===== src/rtl/mem_arb_pkg.sv =====
// Shared types and defaults for the round-robin memory arbiter.
// Holds the read-return tag layout and the out-of-range helper.
package mem_arb_pkg;

    localparam int DEF_NUM_REQ = 2;
    localparam int DEF_DW      = 32;
    localparam int DEF_AW      = 8;
    localparam int DEF_DEPTH   = 64;
    localparam int DEF_RD_LAT  = 1;
    localparam int ID_W        = 3;

    typedef struct packed {
        logic            valid;
        logic [ID_W-1:0] id;
        logic            err;
    } rd_tag_t;

    function automatic logic oob(input logic [31:0] addr,
                                 input int unsigned depth);
        return addr >= depth;
    endfunction

endpackage


===== src/rtl/mem_rr_arbiter_if.sv =====
// Client command/return bus plus the memory-facing port.
// slave = arbiter side, master = clients/memory side.
interface mem_rr_arbiter_if
    import mem_arb_pkg::*;
#(
    parameter int NUM_REQ = DEF_NUM_REQ,
    parameter int DW      = DEF_DW,
    parameter int AW      = DEF_AW
);
    logic [NUM_REQ-1:0]    req;
    logic [NUM_REQ-1:0]    we;
    logic [NUM_REQ*AW-1:0] addr;
    logic [NUM_REQ*DW-1:0] wdata;
    logic [NUM_REQ-1:0]    gnt;
    logic [NUM_REQ-1:0]    rd_valid;
    logic [DW-1:0]         rd_data;
    logic                  rd_err;
    logic                  mem_write_enable;
    logic [AW-1:0]         mem_address;
    logic [DW-1:0]         mem_data_in;
    logic [DW-1:0]         mem_data_out;

    modport slave (
        input  req, we, addr, wdata, mem_data_out,
        output gnt, rd_valid, rd_data, rd_err,
        output mem_write_enable, mem_address, mem_data_in
    );

    modport master (
        output req, we, addr, wdata, mem_data_out,
        input  gnt, rd_valid, rd_data, rd_err,
        input  mem_write_enable, mem_address, mem_data_in
    );

endinterface


===== src/rtl/rr_arbiter.sv =====
// Round-robin picker: first request at or after the pointer wins.
// Owns the priority pointer, which moves past each winner.
module rr_arbiter #(
    parameter int NUM_REQ = 2,
    localparam int IDW    = $clog2(NUM_REQ)
) (
    input  logic               clk,
    input  logic               rst,
    input  logic [NUM_REQ-1:0] req,
    output logic [NUM_REQ-1:0] gnt,
    output logic [IDW-1:0]     gnt_id,
    output logic               any
);

    logic [IDW-1:0] ptr;
    int             idx;

    always_comb begin
        gnt    = '0;
        gnt_id = '0;
        any    = 1'b0;
        idx    = 0;
        for (int k = 0; k < NUM_REQ; k++) begin
            idx = int'(ptr) + k;
            if (idx >= NUM_REQ) idx = idx - NUM_REQ;
            if (!any && !rst && req[idx]) begin
                any    = 1'b1;
                gnt_id = IDW'(idx);
            end
        end
        if (any) gnt = NUM_REQ'(1) << gnt_id;
    end

    always_ff @(posedge clk) begin
        if (rst) begin
            ptr <= '0;
        end else if (any) begin
            if (gnt_id == IDW'(NUM_REQ - 1)) ptr <= '0;
            else                             ptr <= gnt_id + IDW'(1);
        end
    end

endmodule


===== src/rtl/mem_rr_arbiter.sv =====
// Shares one single-port memory between NUM_REQ clients, one command per cycle.
// Registers the memory command and steers read data back by tag.
module mem_rr_arbiter
    import mem_arb_pkg::*;
#(
    parameter int NUM_REQ    = DEF_NUM_REQ,
    parameter int DW         = DEF_DW,
    parameter int AW         = DEF_AW,
    parameter int DEPTH      = DEF_DEPTH,
    parameter int MEM_RD_LAT = DEF_RD_LAT
) (
    input logic             clk,
    input logic             rst,
    mem_rr_arbiter_if.slave bus
);

    localparam int IDW = $clog2(NUM_REQ);

    logic [NUM_REQ-1:0] gnt;
    logic [IDW-1:0]     gid;
    logic               any;
    logic [AW-1:0]      sel_addr;
    logic [DW-1:0]      sel_wdata;
    logic               sel_we;
    logic               sel_oob;

    rd_tag_t iss_tag;
    rd_tag_t pipe [MEM_RD_LAT];
    rd_tag_t tail;

    rr_arbiter #(.NUM_REQ(NUM_REQ)) u_rr (
        .clk    (clk),
        .rst    (rst),
        .req    (bus.req),
        .gnt    (gnt),
        .gnt_id (gid),
        .any    (any)
    );

    assign bus.gnt   = gnt;
    assign sel_addr  = bus.addr[int'(gid)*AW +: AW];
    assign sel_wdata = bus.wdata[int'(gid)*DW +: DW];
    assign sel_we    = bus.we[gid];
    assign sel_oob   = oob(32'(sel_addr), DEPTH);

    always_ff @(posedge clk) begin
        if (rst) begin
            bus.mem_write_enable <= 1'b0;
            bus.mem_address      <= '0;
            bus.mem_data_in      <= '0;
            iss_tag              <= '0;
        end else begin
            bus.mem_write_enable <= any & sel_we & ~sel_oob;
            if (any) begin
                bus.mem_address <= sel_addr;
                bus.mem_data_in <= sel_wdata;
            end
            iss_tag.valid <= any & ~sel_we;
            iss_tag.id    <= ID_W'(gid);
            iss_tag.err   <= sel_oob;
        end
    end

    // Tag travels alongside the memory read so the return lines up with data_out.
    always_ff @(posedge clk) begin
        if (rst) begin
            for (int k = 0; k < MEM_RD_LAT; k++) pipe[k] <= '0;
        end else begin
            pipe[0] <= iss_tag;
            for (int k = 1; k < MEM_RD_LAT; k++) pipe[k] <= pipe[k-1];
        end
    end

    assign tail         = pipe[MEM_RD_LAT-1];
    assign bus.rd_valid = tail.valid ? (NUM_REQ'(1) << tail.id) : '0;
    assign bus.rd_err   = tail.valid & tail.err;
    assign bus.rd_data  = (tail.valid & ~tail.err) ? bus.mem_data_out : '0;

endmodule


===== src/flat_wrapper.sv =====
// flat-port wrapper written by rule: the top's interface ports become plain ports
module mem_rr_arbiter_flat import mem_arb_pkg::*;
#(
    parameter int NUM_REQ    = DEF_NUM_REQ,
    parameter int DW         = DEF_DW,
    parameter int AW         = DEF_AW,
    parameter int DEPTH      = DEF_DEPTH,
    parameter int MEM_RD_LAT = DEF_RD_LAT
)
  (clk, rst, bus_req, bus_we, bus_addr, bus_wdata, bus_mem_data_out, bus_gnt, bus_rd_valid, bus_rd_data, bus_rd_err, bus_mem_write_enable, bus_mem_address, bus_mem_data_in);
  mem_rr_arbiter_if #(.NUM_REQ(NUM_REQ), .DW(DW), .AW(AW)) bus_i ();
  input logic clk;
  input logic rst;
  input wire logic [$bits(bus_i.req)-1:0] bus_req;
  input wire logic [$bits(bus_i.we)-1:0] bus_we;
  input wire logic [$bits(bus_i.addr)-1:0] bus_addr;
  input wire logic [$bits(bus_i.wdata)-1:0] bus_wdata;
  input wire logic [$bits(bus_i.mem_data_out)-1:0] bus_mem_data_out;
  output wire logic [$bits(bus_i.gnt)-1:0] bus_gnt;
  output wire logic [$bits(bus_i.rd_valid)-1:0] bus_rd_valid;
  output wire logic [$bits(bus_i.rd_data)-1:0] bus_rd_data;
  output wire logic [$bits(bus_i.rd_err)-1:0] bus_rd_err;
  output wire logic [$bits(bus_i.mem_write_enable)-1:0] bus_mem_write_enable;
  output wire logic [$bits(bus_i.mem_address)-1:0] bus_mem_address;
  output wire logic [$bits(bus_i.mem_data_in)-1:0] bus_mem_data_in;
  assign bus_i.req = bus_req;
  assign bus_i.we = bus_we;
  assign bus_i.addr = bus_addr;
  assign bus_i.wdata = bus_wdata;
  assign bus_i.mem_data_out = bus_mem_data_out;
  assign bus_gnt = bus_i.gnt;
  assign bus_rd_valid = bus_i.rd_valid;
  assign bus_rd_data = bus_i.rd_data;
  assign bus_rd_err = bus_i.rd_err;
  assign bus_mem_write_enable = bus_i.mem_write_enable;
  assign bus_mem_address = bus_i.mem_address;
  assign bus_mem_data_in = bus_i.mem_data_in;
  mem_rr_arbiter #(.NUM_REQ(NUM_REQ), .DW(DW), .AW(AW), .DEPTH(DEPTH), .MEM_RD_LAT(MEM_RD_LAT)) u_core (.clk(clk), .rst(rst), .bus(bus_i));
endmodule

===== config.mk =====
export PLATFORM = sky130hd
export DESIGN_NAME = mem_rr_arbiter_flat
export DESIGN_NICKNAME = d
export VERILOG_FILES = /design/src/rtl/mem_arb_pkg.sv /design/src/rtl/mem_rr_arbiter_if.sv /design/src/rtl/rr_arbiter.sv /design/src/rtl/mem_rr_arbiter.sv /design/src/flat_wrapper.sv
export SDC_FILE = /design/constraint.sdc
export NUM_CORES = 1
export LEC_CHECK = 0
export CORE_MARGIN = 2
export CORE_UTILIZATION = 30
export CTS_BUF_LIST = sky130_fd_sc_hd__clkbuf_8
export DETAILED_ROUTE_END_ITERATION = 10
export PLACE_DENSITY = 0.78
export SLEW_MARGIN = 20
export SYNTH_ARGS = -nofsm -noshare
export SYNTH_HDL_FRONTEND = slang
export SYNTH_SLANG_ARGS = --single-unit

===== constraint.sdc =====
create_clock -name clk -period 1.44 [get_ports clk]
set_input_delay 0.36 -clock clk [delete_from_list [all_inputs] [get_ports clk]]
set_output_delay 0.36 -clock clk [all_outputs]
set_load 0.005 [all_outputs]

== After elaboration in Yosys (flattened, before gate mapping) ==
Memory sizes are Yosys's and may differ from the RTL's.
Index checks and enable logic that the tools add are counted.
W data, S select, Z words.

* $add $sub $neg: 4
* Order comparisons: 6
* Shift operators: 4
* Muxes and demuxes: 23
* Bitwise gates (word level): 8
* Reductions and logical operators: 6

{| class="wikitable"
|+ Operators with widths
! operator !! number
|-
| $mux W32 || 3
|-
| $lt A32 B3 Y1 const B || 2
|-
| $shiftx A64 B7 Y32 || 1
|-
| $mux W1 || 17
|-
| $shiftx A16 B5 Y8 || 1
|-
| $ge A8 B7 Y1 const B || 1
|-
| $and A1 B1 Y1 || 5
|-
| $mux W5 || 1
|-
| $reduce_or A5 Y1 || 1
|-
| $mux W2 || 2
|-
| $logic_and A1 B1 Y1 || 3
|-
| $not A1 Y1 || 3
|-
| $shl A1 B3 Y2 const A || 1
|-
| $sub A1 B2 Y3 const B || 1
|-
| $sub A2 B2 Y3 const B || 1
|-
| $add A1 B1 Y2 const B || 1
|-
| $ge A1 B2 Y1 const B || 1
|-
| $ge A2 B2 Y1 const B || 1
|-
| $logic_not A1 Y1 || 2
|-
| $lt A1 B2 Y1 const B || 1
|-
| $shl A1 B1 Y2 const A || 1
|-
| $add A1 B1 Y1 const B || 1
|}

* Bits in registers: 47
* Memory bits (writable): 5
* Input bits: 118
* Logic and storage cells: 60
* Memories: 1

{| class="wikitable"
|+ Memory list
! memory !! depth !! bits a word !! rd ports !! clocked after Yosys merged registers in !! write ports !! RTL line !! RTL
|-
| u_core.pipe || 1 || 5 || 1 || 0 || 1 || mem_rr_arbiter.sv:28 || <nowiki>rd_tag_t pipe [MEM_RD_LAT];</nowiki>
|}

== Longest topological paths before layout ==
* Depth after elaboration: 15
* Depth in mapped cells: 6
* Mapped depth without buffers: 3

== Cells and area by module ==
Synthesis repeated with hierarchy kept, for this count alone.

* Cell total of the unflattened synthesis: 246
* Area total of the unflattened synthesis: 2,289.7 µm²

{| class="wikitable"
|+ By module, submodules not included
! module !! times used !! cells each !! area each (µm²) !! sequential area each (µm²)
|-
| mem_rr_arbiter || 1 || 236 || 2,205.9 || 940.9
|-
| rr_arbiter || 1 || 10 || 83.8 || 20.0
|}

== Least setup slack after synthesis ==
Ideal clock, no wire load.

* Path kind: input -> output
* From: input bus_req[1]
* To: output bus_gnt[0]
* Arrival: 1.248 ns
* Slack: -0.168 ns
* Stages on the path: 6
* Cells stage by stage: buf_2 > nor2b_4 > and2_1 > buf_6 > buf_6 > nor3_1

* Word-level cells in the longest chain between the ends: 11

{| class="wikitable"
|+ RTL lines
! element !! RTL line !! RTL
|-
| start: declaration || flat_wrapper.sv:14 || <nowiki>input wire logic [$bits(bus_i.req)-1:0] bus_req;</nowiki>
|-
| $mux W1 (not written as such) (3 in series) || rr_arbiter.sv:26 || <nowiki>if (!any && !rst && req[idx]) begin</nowiki>
|-
| $logic_and A1 B1 Y1 || rr_arbiter.sv:26 ||
|-
| $mux W1 || rr_arbiter.sv:26 ||
|-
| $logic_not A1 Y1 || rr_arbiter.sv:26 ||
|-
| $logic_and A1 B1 Y1 (2 in series) || rr_arbiter.sv:26 ||
|-
| $mux W1 || rr_arbiter.sv:26 ||
|-
| $shl A1 B1 Y2 || rr_arbiter.sv:31 || <nowiki>if (any) gnt = NUM_REQ'(1) << gnt_id;</nowiki>
|-
| $mux W2 * || rr_arbiter.sv:31 ||
|-
| end: declaration || flat_wrapper.sv:19 || <nowiki>output wire logic [$bits(bus_i.gnt)-1:0] bus_gnt;</nowiki>
|}

Every way passes the cells marked *; elsewhere a longest branch is shown, timed or not. The select of a mux whose other input is x is not followed.

==> impl_metrics.env <==
export IMPL_core_sq_um=7730
export IMPL_ioPinCount=196
export IMPL_clockRootBuffer="clkbuf_8"
export IMPL_cp_slowest_stage_delay_ps=330
export IMPL_initial_core_util=0.311
export IMPL_dr_pass1_iters=4
export IMPL_grt_pass1_vias=2816
export IMPL_worst_pin_slew_ps=527
export IMPL_slew_viol_final=0
export IMPL_r2r_slack_ps=50
export IMPL_overflow=0
export IMPL_holdWs_ps=449
export IMPL_syn_inst=257
export IMPL_regToRegEndpoint="u_core.iss_tag[4]$_SDFF_PP0_"
export IMPL_min_to="u_core.pipe[0][2]$_SDFF_PP0_"
export IMPL_worst_hold_path_num_cells=1
export IMPL_drt_iter0_drc=122
export IMPL_dpl_hpwl_mm=6.83
export IMPL_peakVddDrop_v=0.000441
export IMPL_crit_chain="nor2b_4 > buf_6 > buf_6 > buf_6 > and2_4 > buf_6"
export IMPL_grt_usage=0.206
export IMPL_fin_nets=574
export IMPL_cpMostUsedCell="buf_6"
export IMPL_r2r_start="u_core.u_rr.ptr$_SDFFE_PP0N_"
export IMPL_power_density_nw_per_um2=747
export IMPL_critPathKind="register to output pin"
export IMPL_setup_viol=33
export IMPL_final_core_util=0.614
export IMPL_clock_sinks=48
export IMPL_synth_seq_area_share=0.400
export IMPL_drive_above_1_share=0.269
export IMPL_diodes=0
export IMPL_syn_nets=375
export IMPL_grt_max_degree=47
export IMPL_synth_top_family_by_area="compound AO/OA/AOI/OAI gates"
export IMPL_drv_cap=0
export IMPL_startpoint_type="register"
export IMPL_setup_ws_ps=-286
export IMPL_multi_input_area_sq_um=1270
export IMPL_worstPathRequired_ps=1080
export IMPL_critPathMaxFanout=5
export IMPL_synth_edf_count=0
export IMPL_drc_errors=0
export IMPL_gp_congestion=0.760
export IMPL_ys_flop_type="dfxtp_1"
export IMPL_rsz0062_at_grt="yes"
export IMPL_status="finished with violations"
export IMPL_ys_seq_elements=48
export IMPL_slew_headroom=0.649
export IMPL_clockBufferDepth=2
export IMPL_clock_fmax_mhz=579
export IMPL_die_x_um=93.5
export IMPL_synth_fa_ha_area_frac=0
export IMPL_synth_compound_area_frac=0.331
export IMPL_period_share=1.20
export IMPL_grt_pass1_wl_mm=14.2
export IMPL_reg2reg_depth=4
export IMPL_synth_warning_count=0
export IMPL_wl_per_cell_um=17.4
export IMPL_fin_crit_ps=1730
export IMPL_power_total_uw=3540
export IMPL_dpl_cell_count=541
export IMPL_critPathCaptureType="output pin"
export IMPL_synth_xor_area_share=0
export IMPL_portBuffers=195
export IMPL_synth_simple_gate_area_share=0.137
export IMPL_final_seq_area_sq_um=991
export IMPL_clk_latency_ps=300
export IMPL_cts_tree="built"
export IMPL_final_cell_mix="clkdlybuf4s50_1 (114), dlygate4sd2_1 (42), inv_1 (40), a221o_1 (40), and2_1 (27)"
export IMPL_area_growth_pct=97.2
export IMPL_die_h_um=93.5
export IMPL_hp_start="u_core.iss_tag[4]$_SDFF_PP0_"
export IMPL_synth_cell_type_count=21
export IMPL_routed_via_density=5.18
export IMPL_fill_cells=697
export IMPL_cts_clk_slew_worst_paths_ps=80
export IMPL_final_instance_count_excl_fill=559
export IMPL_num_vias=2894
export IMPL_critPathSlowestCell="dfxtp_2"
export IMPL_dp_slack_ps=-650
export IMPL_arrival_ps=1370
export IMPL_hold_viol=0
export IMPL_synth_area_sq_um=2400
export IMPL_leakagePower_uw=0.00213
export IMPL_antenna_left=0
export IMPL_rows=32
export IMPL_antenna_found_initial=0
export IMPL_layout_commonest_cell="clkdlybuf4s50_1"
export IMPL_violations="negative setup slack"
export IMPL_hp_class="register to register"
export IMPL_postSynth_asyncResetShare=0
export IMPL_htreeDepth=2
export IMPL_synthMuxAreaShare=0
export IMPL_wl_mm=9.75
export IMPL_dieArea_sq_um=8740
export IMPL_fin_worst_skew_ps=8.60
export IMPL_numCtsBuffers=5
export IMPL_hold_buffers=0
export IMPL_syn_avg_cell_area_sq_um=9.35
==> how the worst max path moves through the flow <==
stage / cells after the start / start / end / slack, ps
3_3_place_gp: 5 / bus_req[1] / bus_gnt[0] / -630
2_1_floorplan: 6 / bus_req[1] / bus_gnt[0] / -0.5
4_1_cts: 4 / u_core.pipe[0][2]$_SDFF_PP0_ / bus_rd_data[27] / -540
5_1_grt: 6 / u_core.pipe[0][2]$_SDFF_PP0_ / bus_rd_data[19] / -350
6_report: 6 / u_core.pipe[0][2]$_SDFF_PP0_ / bus_rd_data[19] / -290
3_5_place_dp: 5 / bus_req[0] / bus_gnt[0] / -650
==> cell usage after synthesis (2+ instances only) <==
cell type / number / share of area
a2111oi_0: 41 / 0.15
a221o_1: 40 / 0.17
and2_1: 36 / 0.094
buf_2: 10 / 0.021
buf_6: 5 / 0.023
clkbuf_1: 16 / 0.025
dfxtp_1: 48 / 0.40
inv_1: 40 / 0.062
nand2b_1: 2 / 0.0052
nand3_1: 3 / 0.0062
nor2b_1: 5 / 0.013
nor3_1: 2 / 0.0042
==> worst max-delay path: cells and delay by family, from the launching register on <==
kind | cells | cell delay (ps)
buf+inv | 4 | 390
flops | 1 | 330
simple gates | 2 | 350
==> flip-flops by register name (all words and copies together) (netlist names) <==
| name | cells |
|---|---|
| u_core.bus.mem_address | 8 |
| u_core.bus.mem_data_in | 32 |
| u_core.bus.mem_write_enable | 1 |
| u_core.iss_tag | 3 |
| u_core.pipe | 3 |
| u_core.u_rr.ptr | 1 |
==> per-stage QoR <==
stage | area, sq um | TNS (ps)
finish | 4740 | -5480
global route | 4740 | -8330
CTS | 4630 | -8730
detailed placement | 4490 | -38590
global placement | 4490 | -37110
floorplan | 2430 | -0.520
==> timing repair <==
action | CTS | global route
pin swaps | 1 | 6
cloned | 1 | 1
endpoints found under the setup margin | 121 | 57
resized for setup | 187 | 82
buffers inserted | 4 | 5
==> cells by family (layout without fill, tap and decap cells) <==
group / after synthesis / in the layout
AO/OA/AOI/OAI: 85 / 85
flip-flops: 48 / 48
AND/OR/NAND/NOR: 53 / 53
buffers and inverters: 71 / 271
==> final cells by class <==
| cell class | count | area share |
|---|---|---|
| clock buffer | 7 | 0.0203 |
| clock inverter | 1 | 0.00633 |
| tap | 102 | 0.0269 |
| sequential | 48 | 0.209 |
| inverter | 40 | 0.0317 |
| timing repair buffer | 223 | 0.438 |
| multi-input combinational | 138 | 0.268 |
==> power breakdown <==
part           internal (uW)  switching [uW]
Combinational            606             359
Clock                    613             456
Sequential              1450            55.5
==> layer usage <==
layer  vias up  part of all wire  global-route usage
li1       1363                 -                   -
met1      1376              0.36               0.208
met2       142              0.53               0.403
met3        13             0.095              0.0677
met4         0             0.014              0.0466
met5         -                 0                   0
Power figures use the tool's default switching activity.
